**src/rtl/serial_rx_pkg.sv**
```systemverilog
// Shared types for the serial word receiver: FSM state encoding and default frame width.
package serial_rx_pkg;

    typedef enum logic [2:0] {
        IDLE,
        DATA,
        PARITY,
        STOP,
        BREAK
    } rx_state_t;

    localparam int DEFAULT_WIDTH = 8;

endpackage

```
**src/rtl/rx_shift_reg.sv**
```systemverilog
// Right-shift register that assembles an LSB-first serial stream: each new bit
// enters at the MSB so the first bit received ends up in bit 0.
module rx_shift_reg #(
    parameter int WIDTH = 8
) (
    input  logic             i_clk,
    input  logic             i_clear,
    input  logic             i_shift,
    input  logic             i_bit,
    output logic [WIDTH-1:0] o_data
);

    logic [WIDTH-1:0] r_data;

    generate
        if (WIDTH == 1) begin : g_single
            always_ff @(posedge i_clk) begin
                if (i_clear) begin
                    r_data <= '0;
                end else if (i_shift) begin
                    r_data <= i_bit;
                end
            end
        end else begin : g_multi
            always_ff @(posedge i_clk) begin
                if (i_clear) begin
                    r_data <= '0;
                end else if (i_shift) begin
                    r_data <= {i_bit, r_data[WIDTH-1:1]};
                end
            end
        end
    endgenerate

    assign o_data = r_data;

endmodule

```
**src/rtl/serial_word_rx.sv**
```systemverilog
// Frame-level serial receiver: start bit, WIDTH data bits LSB-first, optional even
// parity, stop bit; completed words land in a one-entry valid/ready output register.
module serial_word_rx
    import serial_rx_pkg::*;
#(
    parameter int WIDTH     = DEFAULT_WIDTH,
    parameter int PARITY_EN = 1
) (
    input  logic             CLK,
    input  logic             RST,
    input  logic             SIN,
    input  logic             BIT_EN,
    output logic [WIDTH-1:0] DOUT,
    output logic             DOUT_VALID,
    input  logic             DOUT_READY,
    output logic             PERR,
    output logic             FERR,
    output logic             OVERRUN,
    output logic             BUSY
);

    localparam int            CW   = $clog2(WIDTH + 1);
    localparam logic [CW-1:0] LAST = CW'(WIDTH - 1);

    rx_state_t        r_state;
    rx_state_t        w_next;
    logic [CW-1:0]    r_count;
    logic             r_parBit;
    logic [WIDTH-1:0] w_data;
    logic             w_start;
    logic             w_shift;
    logic             w_done;
    logic             w_ferr;
    logic             w_perr;
    logic [WIDTH-1:0] r_dout;
    logic             r_valid;
    logic             r_perr;
    logic             r_ferr;
    logic             r_overrun;

    rx_shift_reg #(
        .WIDTH(WIDTH)
    ) u_shift (
        .i_clk  (CLK),
        .i_clear(RST | w_start),
        .i_shift(w_shift),
        .i_bit  (SIN),
        .o_data (w_data)
    );

    always_ff @(posedge CLK) begin
        if (RST) begin
            r_state <= IDLE;
        end else begin
            r_state <= w_next;
        end
    end

    // Every transition is gated by the bit strobe; a low line in BREAK never counts as a start.
    always_comb begin
        w_next  = r_state;
        w_start = 1'b0;
        w_shift = 1'b0;
        w_done  = 1'b0;
        w_ferr  = 1'b0;
        if (BIT_EN) begin
            case (r_state)
                IDLE: begin
                    if (!SIN) begin
                        w_next  = DATA;
                        w_start = 1'b1;
                    end
                end
                DATA: begin
                    w_shift = 1'b1;
                    if (r_count == LAST) begin
                        w_next = (PARITY_EN != 0) ? PARITY : STOP;
                    end
                end
                PARITY: w_next = STOP;
                STOP: begin
                    w_next = SIN ? IDLE : BREAK;
                    w_done = SIN;
                    w_ferr = !SIN;
                end
                BREAK: begin
                    if (SIN) begin
                        w_next = IDLE;
                    end
                end
                default: w_next = IDLE;
            endcase
        end
    end

    always_ff @(posedge CLK) begin
        if (RST || w_start) begin
            r_count <= '0;
        end else if (w_shift) begin
            r_count <= r_count + CW'(1);
        end
    end

    always_ff @(posedge CLK) begin
        if (RST) begin
            r_parBit <= 1'b0;
        end else if (BIT_EN && r_state == PARITY) begin
            r_parBit <= SIN;
        end
    end

    assign w_perr = (PARITY_EN != 0) ? (^w_data ^ r_parBit) : 1'b0;

    // A completing word may replace the held one only if that one leaves on this same edge.
    always_ff @(posedge CLK) begin
        if (RST) begin
            r_dout    <= '0;
            r_valid   <= 1'b0;
            r_perr    <= 1'b0;
            r_ferr    <= 1'b0;
            r_overrun <= 1'b0;
        end else begin
            if (w_done && (!r_valid || DOUT_READY)) begin
                r_dout  <= w_data;
                r_perr  <= w_perr;
                r_valid <= 1'b1;
            end else if (r_valid && DOUT_READY) begin
                r_valid <= 1'b0;
            end
            r_ferr    <= w_ferr;
            r_overrun <= w_done && r_valid && !DOUT_READY;
        end
    end

    assign DOUT       = r_dout;
    assign DOUT_VALID = r_valid;
    assign PERR       = r_perr;
    assign FERR       = r_ferr;
    assign OVERRUN    = r_overrun;
    assign BUSY       = (r_state != IDLE);

endmodule

```
**config.mk**
```make
export PLATFORM = sky130hd
export DESIGN_NAME = serial_word_rx
export DESIGN_NICKNAME = d
export VERILOG_FILES = /design/src/rtl/serial_rx_pkg.sv /design/src/rtl/rx_shift_reg.sv /design/src/rtl/serial_word_rx.sv
export SDC_FILE = /design/constraint.sdc
export NUM_CORES = 1
export LEC_CHECK = 0
export CAP_MARGIN = 20
export CORE_UTILIZATION = 50
export DETAILED_ROUTE_END_ITERATION = 8
export PLACE_DENSITY = 0.75
export SETUP_SLACK_MARGIN = 0.5
export SYNTH_ARGS = -nofsm -noshare
export SYNTH_HDL_FRONTEND = slang
export SYNTH_SLANG_ARGS = --single-unit
```
**constraint.sdc**
```tcl
create_clock -name CLK -period 2.6 [get_ports CLK]
set_clock_uncertainty 0.05 [all_clocks]
set_input_delay 0.52 -clock CLK [delete_from_list [all_inputs] [get_ports CLK]]
set_output_delay 0.52 -clock CLK [all_outputs]
set_load 0.02 [all_outputs]
```
### Yosys cells after proc, flatten, opt, wreduce, memory -nomap -nowiden

Index checks and enable logic that the tools add are counted.

| word-level totals | value |
|---|---|
| register bits | 28 |
| output and inout port bits | 13 |
| input bits | 5 |
| logic and storage cells | 52 |

| cells by class | value |
|---|---|
| equal/unequal tests | 8 |
| bitwise logic cells | 4 |
| mux-type cells | 14 |
| reduce and logical (&&, ||, !) cells | 16 |
| $add $sub $neg | 1 |

Operators by type and width:

| cell | count |
|---|---|
| 3-bit case mux with 5 select lines | 1 |
| 3-bit 2-to-1 mux | 4 |
| 1-bit 2-to-1 mux | 9 |
| 8-bit parity | 1 |
| 3-bit by 2-bit equality test with 1-bit output, second input constant | 2 |
| 2-bit != test, second input constant | 3 |
| 1-bit logical AND | 5 |
| 4-bit by 1-bit adder with 4-bit output, second input constant | 1 |
| 4-bit by 3-bit equality test with 1-bit output, second input constant | 1 |
| 4-bit AND reduction | 1 |
| 3-bit by 1-bit equality test with 1-bit output, second input constant | 1 |
| 3-bit equality test, second input constant | 1 |
| 1-bit logical NOT | 3 |
| 3-bit logical NOT | 1 |
| 3-bit nonzero test | 1 |
| 3-bit OR reduction | 1 |
| 1-bit logical OR | 2 |
| 1-bit inverter | 2 |
| 2-bit nonzero test | 1 |
| 1-bit bitwise OR | 1 |
| 1-bit XOR | 1 |

### Depth between registers and ports, before layout

| depth | value |
|---|---|
| word-level depth | 5 |
| gate-level depth with buffers | 6 |
| mapped depth without buffers | 5 |

### By module

A second synthesis with hierarchy kept.

| second synthesis, totals | value |
|---|---|
| cell total of the unflattened synthesis | 117 |
| area total of the unflattened synthesis | 1,177.4 µm² |

By module, submodules not included:

| module | instances | cells each | seq. area each (µm²) | area an instance (µm²) |
|---|---|---|---|---|
| serial_word_rx | 1 | 91 | 400.4 | 892.1 |
| rx_shift_reg | 1 | 26 | 160.2 | 285.3 |

### Worst setup path before layout

No wires, ideal clock.

| timing | value |
|---|---|
| kind | input to register |
| from | in SIN |
| to | reg r_state[0] |
| stages | 5 |
| data arrival time | 1.546 ns |
| required time | 2.422 ns |
| setup time | 0.128 ns |
| path slack | 0.876 ns |
| buffers on the path | 1 |
| cell sequence | clkbuf_1 > xor2_1 > a221oi_1 > mux2i_1 > nor2_1 |

| on the way | value |
|---|---|
| cells in the longest elaborated chain, start to end | 2 |
| elaborated cells on any way between the ends | 3 |
| those cells by class | eq/ne (2); reduce/logical (1) |

Ends and longest elaborated chain:

| what | RTL line | source |
|---|---|---|
| start: declaration | serial_word_rx.sv:11 | `input logic SIN,` |
| 2-bit != test (no line) | - |  |
| 4-bit AND reduction (no line) (*) | - |  |
| end signal: assignment | serial_word_rx.sv:55 | `r_state <= w_next;` |
| end: declaration | serial_word_rx.sv:25 | `rx_state_t r_state;` |

Every way passes the cells marked *; elsewhere a longest branch is shown, timed or not.
A chain may end at the register's enable or synchronous reset.

### Worst setup path after layout

| timing | value |
|---|---|
| from | reg r_state[2] |
| to | out BUSY |

| on the way | value |
|---|---|
| cells in the longest elaborated chain, start to end | 1 |

Ends and longest elaborated chain:

| what | RTL line | source |
|---|---|---|
| 3-bit nonzero test | serial_word_rx.sv:140 | `assign BUSY = (r_state != IDLE);` |
| end: declaration | serial_word_rx.sv:19 | `output logic BUSY` |

Every way passes these cells.

==> results.json <==
{
  "finalSetupViolCount": 0,
  "layout-area-overhead-vs-synth_pct": 19.9,
  "critical_path_buf_inv_count": 1,
  "final_hold_viol_count": 0,
  "holdBufCountCts": 0,
  "ys_seq_elements": 28,
  "dp.final_hpwl_microns": 1580,
  "synthesis.instances": 131,
  "hold_path.startpoint": "r_count[1]$_SDFFE_PP0P_",
  "global_route_wire_length_before_repair_microns": 3730,
  "cts.htree.levels": 1,
  "finish.net_count": 155,
  "met2_routing_resource_usage_after_global_routing_pct": 31.1,
  "yosysTopAreaCellShare_pct": 47.7,
  "worstPathRequired_ps": 2030,
  "wirelength_microns": 2170,
  "grt_busiest_layer": "met2",
  "synth_top_cells_by_area": "dfxtp_1 48%, mux2i_1 8.5%, nand2_1 6.4%, nor2_1 5.7%, a21oi_1 4.3%",
  "critPathCaptureType": "primary output",
  "post_route_cells_drive_above_1_share_pct": 6.08,
  "slowest_delay_ps": 420,
  "fmax_mhz": 490,
  "cp_max_fo": 9,
  "globalRouteMet1Util_pct": 25.6,
  "result_of_the_run": "complete, no violations",
  "critPathLaunchType": "register",
  "dieHeight_microns": 50.5,
  "postLayoutSetupSlackWorst_ps": 560,
  "syn-mean-instance-area_sq_um": 8.98,
  "number_of_clock_buffers_inserted_by_tritoncts": 3,
  "num_vias": 946,
  "synth_area_sq_um": 1180,
  "numPortBuffers": 17,
  "rr_worst_depth": 4,
  "synth_largest_area_cell": "dfxtp_1",
  "synth_edf_count": 0,
  "clock_latency_ps": 330,
  "clkSlewWorstSetupHoldPaths_ps": 140,
  "p_leak_nw": 0.569,
  "utilization_pct": 63.7,
  "global_route.usage.met3_pct": 2.73,
  "place.gp.congestion": 0.760,
  "worst_hold_path.endpoint": "r_count[1]$_SDFFE_PP0P_",
  "regToRegSetupSlack_ps": 890,
  "setup_tns_ps": 0,
  "maximum_number_of_pins_on_one_net_before_global_route_repair": 16,
  "dieWidth_microns": 50.5,
  "finalPower_uw": 787,
  "grt_antenna_before_repair": 0,
  "synthFlopType": "dfxtp_1",
  "slew_violations": 0,
  "syn-num-nets": 137,
  "num_rows": 17,
  "drtIter0Drc": 23,
  "avgRoutedWirePerCell_microns": 12.3,
  "fp.dieArea_sq_um": 2550,
  "global_route.overflow_total": 0,
  "synth.top_cells.by_count": "28 x dfxtp_1, 20 x nand2_1, 18 x nor2_1",
  "start_util_pct": 53.2,
  "max_cap_violations": 0,
  "vias_per_cell": 5.38,
  "worst_path_dominant_cell_family": "simple AND/OR/NAND/NOR gates",
  "remaining_drc_errors": 0,
  "holdPathStages": 2,
  "synth-async-reset-ratio_pct": 0,
  "timing.critical_path.from": "r_state[2]$_SDFFE_PP0P_",
  "core_sq_um": 2210,
  "critical_path.reg2reg.endpoint": "PERR$_SDFFE_PP0P_",
  "type_of_the_worst_min_delay_path": "register to register",
  "clk_root_buffer_cell": "clkbuf_4",
  "first_global_vias": 857,
  "arrival_ps": 1470,
  "unique_masters_post_synth": 32,
  "drt_first_pass_iters": 4,
  "synthMostInstantiatedCell": "dfxtp_1",
  "drt.antenna.violating_nets": 0,
  "rr_startpoint": "u_shift.o_data[4]$_SDFFE_PP0P_",
  "worst_ir_drop_vdd_mv": 0.374,
  "grt.total_usage_pct": 19.9,
  "setup_repair_after_global_routing_missed_its_margin": "false",
  "clockBufferDepth": 2,
  "path_cells": "or3_1, dlygate4sd2_1",
  "setup.worst_path.class": "register to primary output",
  "worstMarginPinSlew_ps": 444,
  "share_of_the_cycle_needed_by_the_critical_path_after_routing_pct": 78.5,
  "slowest_stage": "or3_1",
  "top_level_ports": 18,
  "final.min_clock_period_ps": 2040,
  "slew_headroom_pct": 70.4,
  "yosys_warnings": 0,
  "tritoncts_num_sinks": 28,
  "ys_seq_area_share_pct": 47.7,
  "tritoncts": "done",
  "pre_cts_ws_ps": 369,
  "antenna-diode-count": 0,
  "power-per-cell-area_nw_per_um2": 558
}
-- stage by stage --
step / std cells / hold slack, ps / instance area [sq um]
global placement: 172 / 418 / 1370
global route: 176 / 474 / 1410
CTS: 176 / 451 / 1410
detailed placement: 172 / 432 / 1370
finish: 176 / 450 / 1410
floorplan: 131 / 402 / 1180
-- worst max-delay path by stage --
stage,to,depth (start not counted)
2_1_floorplan,r_state[0]$_SDFFE_PP0P_,5
3_3_place_gp,r_state[0]$_SDFFE_PP0P_,5
5_1_grt,BUSY,2
4_1_cts,BUSY,2
3_5_place_dp,r_state[0]$_SDFFE_PP0P_,5
6_report,BUSY,2
-- state kept, by name (all words and copies together), names as in the netlist --
| name | cells |
|---|---|
| r_state | 3 |
| FERR | 1 |
| OVERRUN | 1 |
| u_shift.o_data | 8 |
| r_count | 4 |
| DOUT_VALID | 1 |
| DOUT | 8 |
| PERR | 1 |
| r_parBit | 1 |
-- per-layer routing --
layer | wire length (microns) | share of wire, % | vias to the layer above
met3 | 81 | 3.7 | 5
met2 | 1060 | 49 | 23
li1 | - | - | 478
met5 | 0 | 0 | -
met1 | 969 | 45 | 440
met4 | 53 | 2.4 | 0
-- cell usage in the layout (no fill, tap or decap) --
master / Yosys / routed
clkbuf_8: 0 / 1
a2111o_1: 1 / 1
nand4_1: 2 / 2
nand4b_1: 1 / 1
nor3b_1: 1 / 1
or4_1: 1 / 1
a211oi_1: 1 / 1
xnor3_1: 1 / 1
dfxtp_2: 0 / 1
or3_1: 1 / 1
a221oi_1: 1 / 1
xnor2_1: 5 / 5
nor2_1: 18 / 18
nand3b_1: 1 / 1
dfxtp_1: 28 / 27
and2_1: 1 / 1
nor3_1: 2 / 2
nor2b_1: 1 / 1
ha_1: 1 / 1
o31ai_1: 1 / 1
nand2_1: 20 / 20
o21ai_0: 1 / 1
clkbuf_4: 0 / 3
and4bb_2: 1 / 1
inv_1: 2 / 2
xor2_1: 4 / 4
and3_1: 1 / 1
buf_4: 0 / 3
o22ai_1: 1 / 1
dlygate4sd2_1: 0 / 1
clkdlybuf4s50_1: 0 / 16
a21oi_1: 10 / 10
o21a_1: 1 / 1
nand2b_1: 1 / 1
nand3_1: 4 / 4
mux2i_1: 10 / 10
-- power by group --
group | internal (mW) | switching, mW | leakage (nW)
clock network | 0.0858 | 0.123 | 0.0210
registers | 0.442 | 0.0216 | 0.226
logic | 0.0488 | 0.0658 | 0.322
-- cells by family after synthesis --
group,share of synthesized area [%]
simple gates,22.1
compound gates,8.83
xor+xnor,8.62
buf+inv,3.19
flops,47.7
mux,8.51
fa+ha+maj,1.06
-- tightest hold or removal path: cells and delay by family, from the launching register on --
kind	cells	cell delay [ps]
DFF	1	360
AOI/OAI and AO/OA	1	60
and+or+nand+nor	1	60
-- final cells by class --
type	count	area [sq um]
Fill cell	202	802
Multi-Input combinational cell	94	578
Sequential cell	28	562
Timing Repair Buffer	20	191
Clock buffer	4	36.3
Tap cell	28	35.0
Inverter	2	7.51
-- timing repair --
| item | CTS | global route |
|---|---|---|
| pin swaps | 0 | 0 |
| resized for setup | 1 | 1 |
| endpoints found under the setup margin | 1 | 1 |
| setup buffers | 0 | 0 |
| endpoints found under the hold margin | 0 | 0 |
(Power assumes the default switching activity.)
==> patch (same flow settings) <==
The package constant `DEFAULT_WIDTH` goes from 8 to 16.
--- a/src/rtl/serial_rx_pkg.sv
+++ b/src/rtl/serial_rx_pkg.sv
@@ -9,7 +9,7 @@
         BREAK
     } rx_state_t;
 
-    localparam int DEFAULT_WIDTH = 8;
+    localparam int DEFAULT_WIDTH = 16;
 
 endpackage
 
Interface: changed (resized DOUT); port bits go from 18 to 26. No check against the original RTL was run, so the function may have changed too.
==> patch against the original RTL <==
  * Clock power rose to 2.6 times the old value
  * Area after synthesis up 60%
  * Sequential cell count rose by 17
  * Worst setup slack improved by 100 ps
  * Wire length is 54% higher
  * Design area is 61% higher
  * Utilization increased by 1.5 points
  * Power grew 63%
  * Largest cell class is now flip-flops and latches
  * Highest routed layer unchanged
==> patch: results (changes against the original RTL) <==
* Worst endpoint data arrival time at 1370 ps (-100 ps)
* Share of layout cells above drive strength 1 at 6.87% (+0.79 points)
* Total CTS buffers at 5 (+2)
* Worst reg2reg startpoint: r_state[1]$_SDFFE_PP0P_
* Root Buffer: clkbuf_8
* Area contributors post-synth: dfxtp_1, mux2i_1, nand2_1
* Largest delay contributor family on the critical path: flip-flops
* Peak VDD IR at 0.347 mV (-7.1%)
* Port Buf Inserts at 25 (+8)
* Min-Delay Path Class: reg2reg
* Later-pin clock latency in the skew report at 300 ps (-30 ps)
* Via count at 1,416 (+50%)
* GRT Overall Usage at 18.5% (-1.4 points)
* Worst Setup EP: BUSY
* Slowest CP cell: dfxtp_1
* Seq/Total Area, Yosys at 48.0% (+0.34 points)
* Synth Area in Compound Gates at 8.20% (-0.63 points)
* H-tree Lvls at 2 (+1)
* Status: completed
* Mapped Nets at 214 (+56%)
* Mux cell area share after synthesis at 9.07% (+0.56 points)
* Final HPWL DP at 2140 um (+36%)
* Slew Limit Headroom at 72.6% (+2.1 points)
* R2R depth at 6 (+2)
* Synth warn at 0 (unchanged)
* Setup slack, reg-to-reg at 1070 ps (+180 ps)
* Initial antenna violation count at 0 (unchanged)
* Synth top cells by count: dfxtp_1, nand2_1, nor2_1
* Largest net degree at the start of global routing at 23 (+7)
* Final net count at 239 (+54%)
* Wire per inst at 12.0 um (-2.7%)
* Drt first-iter violations at 115 (+400%)
* Leak at 0.000944 uW (+66%)
* Post-Synth XOR/XNOR Area at 9.33% (+0.72 points)
* CP max stage delay at 390 ps (-30 ps)
* CP max FO at 8 (-1)
* Vias in the first global route at 1,290 (+51%)
* Synth top area share at 48.0% (+0.34 points)
* Post-Synth Adder-Cell Area at 1.33% (+0.27 points)
* Maximum clock path buffer count at 2 (unchanged)
* Inserted Diodes at 0 (unchanged)
* RePlAce Congestion at 0.763 (+0.38%)
* Reg clk slew, reported paths at 80 ps (-60 ps)
* Yosys cell types at 33 (+3.1%)
* Critical path startpoint: r_state[0]$_SDFFE_PP0P_
* First-pass GRT wire length at 5780 um (+55%)
patch: cell count changes after synthesis, moves of 3 or more:
| cell | change |
|---|---|
| nand2_1 | +19 |
| xnor2_1 | +3 |
| mux2i_1 | +7 |
| dfxtp_1 | +17 |
| a21oi_1 | +13 |
| nor2_1 | +9 |
patch: metal layers:
metal  up-vias  wire length, um  track usage, %
met2        31             1480            29.0
met1       646             1630            23.9
met3         7              171            4.53
met4         0               59            8.52
met5         -                0               0
li1        732                -               -
patch: logic make-up (layout without fill, tap and decap cells):
kind of cell	count (synthesis)	count (layout)
xor gates and xnor gates	16	16
muxes	17	17
DFF	45	45
AOI/OAI and AO/OA	27	27
buffers and inverters	14	40
and+or+nand+nor	86	86
adders and majority gates	2	2
patch: worst min-delay path by stage:
stage | start | endpoint | slack (ps) | cells after the start
finish | r_count[1]$_SDFFE_PP0P_ | r_count[1]$_SDFFE_PP0P_ | 430 | 2
global route | r_count[1]$_SDFFE_PP0P_ | r_count[1]$_SDFFE_PP0P_ | 470 | 2
CTS | r_count[1]$_SDFFE_PP0P_ | r_count[1]$_SDFFE_PP0P_ | 430 | 2
detailed placement | r_count[1]$_SDFFE_PP0P_ | r_count[1]$_SDFFE_PP0P_ | 420 | 2
global placement | r_count[1]$_SDFFE_PP0P_ | r_count[1]$_SDFFE_PP0P_ | 410 | 2
floorplan | r_count[1]$_SDFFE_PP0P_ | r_count[1]$_SDFFE_PP0P_ | 400 | 2
patch: through the flow:
stage / hold slack (ps) / util [%] / cell area (um2) / setup slack [ps] / instances
floorplan: 404 / - / 1880 / 1020 / 207
global placement: 414 / 61.9 / 2150 / 509 / 271
detailed placement: 422 / 61.9 / 2150 / 485 / 271
CTS: 432 / 65.3 / 2260 / 672 / 279
global route: 465 / 65.3 / 2260 / 611 / 279
finish: 432 / 65.3 / 2260 / 664 / 279
patch: tightest hold or removal path: cells and delay by family, from the launching register on:
family,cells,cell delay [ps]
flip-flops,1,330
AND/OR/NAND/NOR,1,60
AO/OA/AOI/OAI,1,50
patch: repair_timing:
item / CTS / global route
resized for setup: 1 / 0
hold buffers: 0 / 0
endpoints found under the setup margin: 1 / 0
buffers inserted: 0 / 0
patch: power by group:
group / switching, uW / internal, uW / total (uW)
Sequential: 4.16 / 692 / 696
Combinational: 35.1 / 18.5 / 53.6
Clock: 224 / 313 / 537
Total: 263 / 1020 / 1290
patch: layout make-up:
cell class / count / area (um2)
Clock inverter: 1 / 30.0
Fill cell: 317 / 1200
Inverter: 3 / 11.3
Multi-Input combinational cell: 148 / 898
Clock buffer: 7 / 86.3
Tap cell: 46 / 57.6
Sequential cell: 45 / 901
Timing Repair Buffer: 29 / 279
